$ cat config.mk
export PLATFORM = sky130hd
export DESIGN_NAME = display_seq_timed
export DESIGN_NICKNAME = d
export VERILOG_FILES = /design/src/rtl/display_seq_timed.sv
export SDC_FILE = /design/constraint.sdc
export NUM_CORES = 1
export LEC_CHECK = 0
export CAP_MARGIN = 20
export CORE_UTILIZATION = 38
export DETAILED_ROUTE_END_ITERATION = 8
export GPL_ROUTABILITY_DRIVEN = 0
export SKIP_CTS_REPAIR_TIMING = 1
export SYNTH_ARGS = -nofsm -noshare
export SYNTH_HDL_FRONTEND = slang
export SYNTH_SLANG_ARGS = --single-unit
export TNS_END_PERCENT = 100
$ cat constraint.sdc
create_clock -name clk -period 2.6 [get_ports clk]
set_clock_uncertainty 0.05 [all_clocks]
set_input_delay 0.78 -clock clk [delete_from_list [all_inputs] [get_ports clk]]
set_output_delay 0.78 -clock clk [all_outputs]
set_load 0.005 [all_outputs]
$ cat src/rtl/display_seq_timed.sv
// Colour sequence player: latches a packed sequence on start and shows round_ctr+1
// entries, forward or reverse, each held for on_cycles and separated by gap_cycles blanks.
module display_seq_timed #(
  parameter int COLOUR_W = 2,
  parameter int MAX_LEN  = 16,
  parameter int LEN_W    = 4,
  parameter int TIME_W   = 8
) (
  input  logic                         clk,
  input  logic                         rst_n,
  input  logic                         start,
  input  logic                         abort,
  input  logic                         reverse,
  input  logic [COLOUR_W*MAX_LEN-1:0]  seq_in,
  input  logic [LEN_W-1:0]             round_ctr,
  input  logic [TIME_W-1:0]            on_cycles,
  input  logic [TIME_W-1:0]            gap_cycles,
  output logic [COLOUR_W-1:0]          colour_bus,
  output logic                         colour_oe,
  output logic                         colour_strobe,
  output logic                         busy,
  output logic                         complete
);

  localparam logic [LEN_W-1:0] LAST_MAX = LEN_W'(MAX_LEN - 1);

  typedef enum logic [1:0] {IDLE, SHOW, GAP} state_t;

  state_t                        state_q;
  logic [COLOUR_W*MAX_LEN-1:0]   seq_q;
  logic                          rev_q;
  logic [TIME_W-1:0]             on_q;
  logic [TIME_W-1:0]             gap_q;
  logic [LEN_W-1:0]              last_q;
  logic [LEN_W-1:0]              pos_q;
  logic [TIME_W-1:0]             timer_q;
  logic [COLOUR_W-1:0]           bus_q;
  logic                          oe_q;
  logic                          strobe_q;
  logic                          busy_q;
  logic                          complete_q;

  logic [LEN_W-1:0]              last_d;
  logic [TIME_W-1:0]             on_d;
  logic [LEN_W-1:0]              start_pos_d;
  logic [LEN_W-1:0]              next_pos_d;
  logic                          is_last_d;
  logic [COLOUR_W-1:0]           start_colour_d;
  logic [COLOUR_W-1:0]           next_colour_d;

  // next_pos_d may step past the sequence after the final entry; it is never used then.
  always_comb begin
    last_d         = (round_ctr > LAST_MAX) ? LAST_MAX : round_ctr;
    on_d           = (on_cycles == '0) ? TIME_W'(1) : on_cycles;
    start_pos_d    = reverse ? last_d : '0;
    next_pos_d     = rev_q ? (pos_q - 1'b1) : (pos_q + 1'b1);
    is_last_d      = rev_q ? (pos_q == '0) : (pos_q == last_q);
    start_colour_d = seq_in[start_pos_d*COLOUR_W +: COLOUR_W];
    next_colour_d  = seq_q[next_pos_d*COLOUR_W +: COLOUR_W];
  end

  always_ff @(posedge clk) begin
    if (!rst_n) begin
      state_q    <= IDLE;
      seq_q      <= '0;
      rev_q      <= 1'b0;
      on_q       <= '0;
      gap_q      <= '0;
      last_q     <= '0;
      pos_q      <= '0;
      timer_q    <= '0;
      bus_q      <= '0;
      oe_q       <= 1'b0;
      strobe_q   <= 1'b0;
      busy_q     <= 1'b0;
      complete_q <= 1'b0;
    end else if (abort) begin
      state_q    <= IDLE;
      bus_q      <= '0;
      oe_q       <= 1'b0;
      strobe_q   <= 1'b0;
      busy_q     <= 1'b0;
      complete_q <= 1'b0;
    end else begin
      case (state_q)
        IDLE: begin
          complete_q <= 1'b0;
          strobe_q   <= 1'b0;
          bus_q      <= '0;
          oe_q       <= 1'b0;
          busy_q     <= 1'b0;
          if (start) begin
            state_q  <= SHOW;
            seq_q    <= seq_in;
            rev_q    <= reverse;
            on_q     <= on_d;
            gap_q    <= gap_cycles;
            last_q   <= last_d;
            pos_q    <= start_pos_d;
            timer_q  <= TIME_W'(1);
            bus_q    <= start_colour_d;
            oe_q     <= 1'b1;
            strobe_q <= 1'b1;
            busy_q   <= 1'b1;
          end
        end
        SHOW: begin
          strobe_q <= 1'b0;
          if (timer_q == on_q) begin
            timer_q <= TIME_W'(1);
            if (is_last_d) begin
              state_q    <= IDLE;
              bus_q      <= '0;
              oe_q       <= 1'b0;
              busy_q     <= 1'b0;
              complete_q <= 1'b1;
            end else if (gap_q == '0) begin
              pos_q    <= next_pos_d;
              bus_q    <= next_colour_d;
              strobe_q <= 1'b1;
            end else begin
              state_q <= GAP;
              bus_q   <= '0;
              oe_q    <= 1'b0;
            end
          end else begin
            timer_q <= timer_q + 1'b1;
          end
        end
        GAP: begin
          strobe_q <= 1'b0;
          if (timer_q == gap_q) begin
            state_q  <= SHOW;
            pos_q    <= next_pos_d;
            timer_q  <= TIME_W'(1);
            bus_q    <= next_colour_d;
            oe_q     <= 1'b1;
            strobe_q <= 1'b1;
          end else begin
            timer_q <= timer_q + 1'b1;
          end
        end
        default: begin
          state_q    <= IDLE;
          bus_q      <= '0;
          oe_q       <= 1'b0;
          strobe_q   <= 1'b0;
          busy_q     <= 1'b0;
          complete_q <= 1'b0;
        end
      endcase
    end
  end

  assign colour_bus    = bus_q;
  assign colour_oe     = oe_q;
  assign colour_strobe = strobe_q;
  assign busy          = busy_q;
  assign complete      = complete_q;

endmodule

==> metrics <==
Cells after Synth roughly 470; ys flop type dfxtp_1; Hold Path Class reg -> reg; Final Hold Vio Count 0; period utilization 0.884; Comb power frac 0.181; fin util 0.506; CP endpoint colour_bus[1]; TNS Setup 0 ns; Sw Share 0.268; clk slew on worst S/H paths 0.08 ns; clock buffer depth 2; CTS tree done; # clock sinks 73; Max Slew Vio Count 0; critical-path maximum fanout 6; Max Cap Viol 0; status completed; async set or reset register ratio after synthesis 0; vias post-DR roughly 3500; Seq cells post-synth 73; Crit Reg-Reg Startpoint pos_q[1]; sequential area share after synthesis 0.371; Clk network pwr share 0.370; CTS root buf clkbuf_8; Psw 718 uW; P per Cell Area approximately 530 mW/mm^2; Die ar. 0.0108 sq mm; relative slew slack 0.638; measured slew at the worst slew-check pin 0.542 ns; TritonCTS Buffers 9; antenna-violating nets left 0; antenna cells 0; number of enable flip-flop cells after synthesis 0; non-filler cells, final approximately 670; Critical Path End Type flop; minimum clock period 2.30 ns; Crit Path Category reg -> reg; input/output buffers 62; Peak VDD IR 0.270 mV; routed wire length approximately 10000 um; area grow syn2layout 27.2%; I/O pin count 63; Syn Nets between 500 and 600; # fillers between 900 and 1000; vias in the first global route around 3400; RSZ-0062 raised after global routing no; Die Span Y 104 um; layout cells sized above 1 0.0911; Initial Util 0.398; largest net degree at the start of global routing 64; Reg area between 0.001 and 0.0015 sq mm; CP startpoint pos_q[1]; syn_area_per_cell roughly 8.4 sq um; GRT Util Overall 0.195; Worst setup SP type flop; reg2reg setup slack just over 0.3 ns; number of H-tree levels 3; critical path arrival ~2.5 ns; drt via density just over 5; synthesized cell area ~0.004 sq mm; final count of negative-setup-slack endpoints 0; NumNets Final roughly 600; 1st-iter DRT viols between 100 and 150; DRC viols 0; Multi-input gate area between 0.002 and 0.0025 sq mm; first-pass GRT wire length ~17000 um; row count 36; hpwl dp around 7600 um; wire per inst ~15 um; yosys warns 0; RR Endpoint colour_bus[1]; initial antenna violation count 0; worst path required time approximately 2.8 ns; GRT overflow 0; Static Leak around 1.8 nW; Inst Count DP about 660; sequential share of power 0.449; die width roughly 100 um; post-synth cell types 52; drt first pass iters 4; FMAX about 0.44 GHz; Power Total 2.68 mW; R2R depth 7; internal power 1.96 mW; Clock Latency Late Sink 0.35 ns; Core Area 0.00991 sq mm
flip-flops by register name, indices dropped and copies added, names as in the netlist:
signal	flops
state_q	2
colour_bus	2
on_q	8
pos_q	4
timer_q	8
rev_q	1
colour_strobe	1
busy	1
last_q	4
seq_q	32
colour_oe	1
gap_q	8
complete	1
cells in the mapped netlist, drive strengths merged, types with 6 or more instances:
library cell | count | area [sq um]
a21boi | 53 | 398
a21oi | 8 | 40.0
clkbuf | 23 | 86.3
dfxtp | 73 | 1460
ha | 8 | 100
inv | 6 | 22.5
mux2i | 17 | 170
mux4 | 9 | 203
nand2 | 125 | 469
nand2b | 6 | 37.5
nand3 | 8 | 40.0
nand4 | 7 | 43.8
nor2 | 23 | 86.3
nor2b | 6 | 37.5
nor3 | 9 | 50.1
o21ai | 13 | 68.8
xnor2 | 19 | 166
xor2 | 7 | 61.3
power by group through the flow:
stage               Combinational (mW)  Clock (mW)  Sequential [mW]
floorplan                        0.274           0             1.22
global placement                 0.482           0             1.23
detailed placement               0.487           0             1.23
CTS                              0.489        1.02             1.20
global route                     0.534        1.06             1.21
finish                           0.485       0.991             1.20
critical path, cell delays in order (launching register included):
cell and delay (ns):
dfxtp_1 0.38, fa_1 0.53, buf_4 0.19, mux4_2 0.53, mux2i_1 0.22, mux2i_1 0.11, o2111ai_1 0.09, nand3_1 0.09
per-stage QoR:
| step | setup slack (ns) | hold slack (ns) | instance area [sq um] |
|---|---|---|---|
| after floorplan | 0.408 | 0.382 | 3940 |
| after global placement | 0.0678 | 0.390 | 4790 |
| after detailed placement | 0.0165 | 0.397 | 4790 |
| after CTS | 0.288 | 0.408 | 5010 |
| after global routing | 0.185 | 0.431 | 5010 |
| final | 0.303 | 0.406 | 5010 |
metal layers:
layer / vias to the layer above / global-route usage / part of all wire
met1: 1605 / 0.257 / 0.47
met3: 13 / 0.0340 / 0.036
met4: 0 / 0.0602 / 0.017
met2: 77 / 0.322 / 0.47
li1: 1763 / - / -
met5: - / 0 / 0
cell families after synthesis:
family,count (synthesis),share of synthesized area
compound gates,103,0.192
xor+xnor,26,0.0578
fa+ha+maj,9,0.0305
buf+inv,34,0.0340
flops,73,0.371
mux,27,0.0975
simple gates,197,0.217
how the worst min path moves through the flow:
stage               cells after the start         to  slack [ns]      start
floorplan                               2   seq_q[8]        0.38   seq_q[8]
global placement                        2  seq_q[28]        0.39  seq_q[28]
detailed placement                      2  seq_q[14]        0.40  seq_q[14]
CTS                                     2  seq_q[27]        0.41  seq_q[27]
global route                            2  seq_q[21]        0.43  seq_q[21]
finish                                  2  seq_q[27]        0.41  seq_q[27]
layout by cell type (no fill, tap or decap), types with 9 or more instances in the layout:
| cell | n |
|---|---|
| nand2_1 | 125 |
| clkbuf_8 | 9 |
| buf_4 | 17 |
| mux4_2 | 9 |
| dfxtp_1 | 73 |
| a21boi_1 | 19 |
| nor2_1 | 22 |
| clkdlybuf4s50_1 | 62 |
| xnor2_1 | 19 |
| mux2i_1 | 17 |
| a21boi_0 | 34 |
| o21ai_0 | 9 |
area by class of cell:
class                      count  area share
multi-input combinational    362       0.470
clock inverter                 6      0.0182
sequential                    73       0.292
tap                          133      0.0332
inverter                       6     0.00450
clock buffer                  10      0.0255
timing repair buffer          81       0.157
No activity file was read; power rests on OpenSTA's default activity.
==> edit 1 (config.mk and constraints unchanged) <==
Reset style: asynchronous (`rst_n`), changed in one clocked block.
--- a/src/rtl/display_seq_timed.sv
+++ b/src/rtl/display_seq_timed.sv
@@ -61,3 +61,3 @@
 
-  always_ff @(posedge clk) begin
+  always_ff @(posedge clk or negedge rst_n) begin
     if (!rst_n) begin
Formal check against the unedited RTL: differs if rst_n is asserted again (counterexample within 4 cycles, from zero or initial values and one cycle with rst_n low); with rst_n held inactive, the same outputs for 4 cycles.
==> edit 1 against the original RTL <==
  * Cell area increased by 4.1%
  * Non-clock buffer count increased by 2
  * Global-route usage fell by 0.51 points
  * First-iteration DRC count shrank 0.81%
  * Via count down 15%
  * Worst setup slack got worse by 0.082 ns
  * Wire length fell by 2.8%
  * Core utilization down 0.24 points
  * Synthesized area grew 3.9%
  * Sequential cell count unchanged
  * Highest routed layer unchanged
Power is not compared: it rests on default switching activity, and its combinational part moved more than twofold at a synthesized area within 25%.
==> edit 1: results <==
routing:
  drt-met1-wl_um: 4560
  drt-initial-drc-count: 123
  wl_met3_um: 425
  viasPerCell: 5.29
  dr_wl_met2_um: 4730
layout:
  drive_above_1_share: 0.249
  final_nets: 481
worst_setup_path:
  rr_startpoint: "timer_q[0]"
  cp_slowest_cell: "clkdlybuf4s50_1"
  arrival_ns: 2.58
  startpoint: "round_ctr[0]"
  critical_path.max_fanout: 7
global_route:
  grt_pass1_wl_um: 16100
  track_usage: 0.190
  grt_pass1_vias: 3069
  gr-usage-met3: 0.0433
  grtUsageMet1: 0.257
outcome:
  status: "finished, final reports clean"
logic_synthesis:
  seq_area_frac_synth: 0.446
  synth_nets: 406
  netlist_top_cells_area: "dfrtp_1 45%, mux2_2 14%, mux4_1 5.1%"
  synthDistinctLibCells: 56
  synthArstFlopShare: 1.00
  synth_common_cells: "73 x dfrtp_1, 50 x mux2_2, 18 x xnor2_1"
worst_hold_path:
  holdCritPathClass: "in2async"
timing:
  tightestPinTransition_ns: 0.698
place:
  hpwlAfterDp_um: 7130
==> edit 1: cell types whose count changed in the layout (fill, tap and decap cells not counted), moves of 7 or more <==
cell	delta
a21boi_1	-18
a21boi_0	-34
dfrtp_1	+73
mux4_1	+8
mux2_2	+49
inv_1	+8
nand2_1	-109
nand3_1	-7
dfxtp_1	-73
a21oi_1	+9
==> edit 1: per-stage QoR <==
stage               total power, W  std cells   util  cell area (um2)  hold WS (ns)
finish                     0.00556        557  0.503             5220         0.387
CTS                        0.00560        557  0.503             5220         0.411
global route               0.00593        557  0.503             5220         0.388
global placement           0.00457        541  0.484             5020         0.405
floorplan                  0.00382        341      -             4090         0.392
detailed placement         0.00463        541  0.484             5020         0.425
==> edit 1: cell families after synthesis <==
logic type / count (synthesis) / share of synthesized area
AO/OA/AOI/OAI: 56 / 0.0932
XOR/XNOR: 26 / 0.0575
adder cells (fa/ha/maj): 8 / 0.0263
buffers and inverters: 34 / 0.0376
flip-flops: 73 / 0.446
multiplexers: 76 / 0.249
AND/OR/NAND/NOR: 68 / 0.0896
==> edit 1: cell type report <==
class,count,area [um2]
clock buffers,9,124
clock inverters,7,77.6
fillers,954,5150
inverters,15,58.8
multi-input cells,234,2110
flip-flops and latches,73,1830
well taps,136,170
repair buffers,83,848
==> edit 1: path summary, 6_finish.rpt <==
check	endpoint	slack, ns	cells past startpoint
setup / recovery	colour_bus[1]	0.22	8
hold / removal	seq_q[12]	0.39	2
min in group clk	seq_q[1]	0.44	2
hold reg to reg	seq_q[1]	0.44	2
setup reg to reg	pos_q[2]	0.37	6
max in group asynchronous	pos_q[0]	1.78	2
==> edit 1: worst max-delay path: cells and delay by family <==
family / cells / cell delay [ns]
mux: 1 / 0.48
compound gates: 4 / 0.48
buf+inv: 3 / 0.84
==> edit 2 (config.mk and constraints unchanged) <==
Made on the original files. Set the parameter `LEN_W` to 8 (it was 4).
--- a/src/rtl/display_seq_timed.sv
+++ b/src/rtl/display_seq_timed.sv
@@ -5,3 +5,3 @@
   parameter int MAX_LEN  = 16,
-  parameter int LEN_W    = 4,
+  parameter int LEN_W    = 8,
   parameter int TIME_W   = 8
Ports: changed (resized round_ctr); port bits go from 63 to 67. No check against the original RTL was run, so the function may have changed too.
==> edit 2 against the original RTL <==
  * The flow now finishes with violations (DRC)
  * Cell area grew 18%
  * Core utilization is 0.69 points higher
  * Sequential cell count rose by 8
  * Wire length up 23%
  * Worst setup slack got worse by 0.14 ns
  * Global-route usage rose by 1.3 points
  * Synthesized area is 15% higher
  * Total power grew 20%
==> edit 2: results <==
outcome:
  status: "finished, violations left"
  violations: "DRC"
layout:
  largest_register_ffs: 32
  num_antenna_cells: 0
  drive_above_1_share: 0.133
  final_nets: 693
  largest-register: "seq_q"
cts:
  htreeDepth: 3
  insertion_delay_ns: 0.34
  clockRootBuffer: "clkbuf_16"
  cts_buffers: 9
  clkTransAtPathRegs_ns: 0.06
  cts_buffer_depth: 2
worst_setup_path:
  critical_path.max_fanout: 7
  cp_slowest_cell: "or4_4"
  arrival_ns: 2.61
  critPathMaxStageDelay_ns: 0.59
  rr_startpoint: "rev_q"
  startpoint: "round_ctr[5]"
place:
  hpwlAfterDp_um: 9160
  placed_area_um2: 5580
  io_buffers: 66
logic_synthesis:
  netlist_top_cells_area: "dfxtp_1 36%, nand2_1 9.9%, a21boi_0 8.1%"
  synth_compound_area_frac: 0.183
  synth_xor_xnor_area_share: 0.0676
  synth_nets: 609
  synthDistinctLibCells: 62
  synth_common_cells: "119 x nand2_1, 81 x dfxtp_1, 49 x a21boi_0"
  synthAdderAreaFrac: 0.0375
  yosysWarnings: 0
  synthArstFlopShare: 0
  synthMuxAreaShare: 0.0826
  seq_area_frac_synth: 0.358
global_route:
  track_usage: 0.208
  gr-total-overflow: 0
  grt_max_degree: 69
  grt_pass1_wl_um: 20500
  antenna_found_initial: 0
worst_hold_path:
  hp-start: "seq_q[20]"
  holdCritPathClass: "reg2reg"
routing:
  vias: 4054
  first_pass_iters: 6
  drt-initial-drc-count: 157
  drc: 5
  drtAntennaViolNets: 0
  wirelength_um: 12400
timing:
  tightestPinTransition_ns: 0.629
power:
  p_int_w: 0.00236
  leakagePower_nw: 2.38
  ir_worst_vdd_mv: 0.332
-- edit 2: cell types whose count changed in the layout (fill, tap and decap cells not counted), sizes merged, moves of 5 or more --
cell,change
buf,+22
dlymetal6s2s,+5
nand2,-6
xnor2,-8
o21ai,+8
xor2,+17
and3,+5
dfxtp,+8
-- edit 2: worst paths after layout --
| check | slack, ns | to | depth (start not counted) |
|---|---|---|---|
| max reg2reg | 0.17 | colour_bus[1] | 8 |
| min | 0.41 | seq_q[20] | 2 |
| max | 0.17 | colour_bus[1] | 8 |
| min reg2reg | 0.41 | seq_q[20] | 2 |
-- edit 2: worst max-delay path: cells and delay by family --
family	cells	cell delay (ns)
buf+inv	1	0.12
simple gates	2	0.98
compound gates	5	0.73
-- edit 2: final cells by class --
cell class	instances	area, um2
fill	1094	5610
multi-input combinational	415	2780
sequential	81	1620
timing repair buffer	107	1020
clock buffer	11	233
tap	143	179
clock inverter	4	55.1
inverter	5	18.8
-- edit 2: kinds of logic (layout without fill, tap and decap cells) --
logic type	Yosys count	after routing
AOI/OAI and AO/OA	117	117
xor gates and xnor gates	35	35
adders and majority gates	13	13
buffers and inverters	39	127
DFF	81	81
muxes	27	27
and+or+nand+nor	223	223
-- edit 2: power groups by stage --
stage                     Combinational, W  Clock (W)  Sequential, W
final                             0.000624    0.00125        0.00134
after global routing              0.000683    0.00134        0.00134
after CTS                         0.000618    0.00128        0.00134
after detailed placement          0.000614          0        0.00136
after global placement            0.000607          0        0.00136
after floorplan                   0.000337          0        0.00136
-- edit 2: per-layer routing --
layer	routed length [um]	global-route usage	share of wire
met1	5470	0.246	0.44
met2	6130	0.365	0.49
met3	550	0.0443	0.044
met4	259	0.0784	0.021
met5	0	0	0
-- edit 2: metrics by stage --
stage	std cells	setup WS [ns]	hold slack [ns]	total power, W
floorplan	535	0.0522	0.390	0.00169
global placement	751	-0.462	0.397	0.00197
detailed placement	751	-0.486	0.406	0.00198
CTS	766	-0.133	0.414	0.00323
global route	766	0.00618	0.429	0.00337
finish	766	0.165	0.413	0.00321
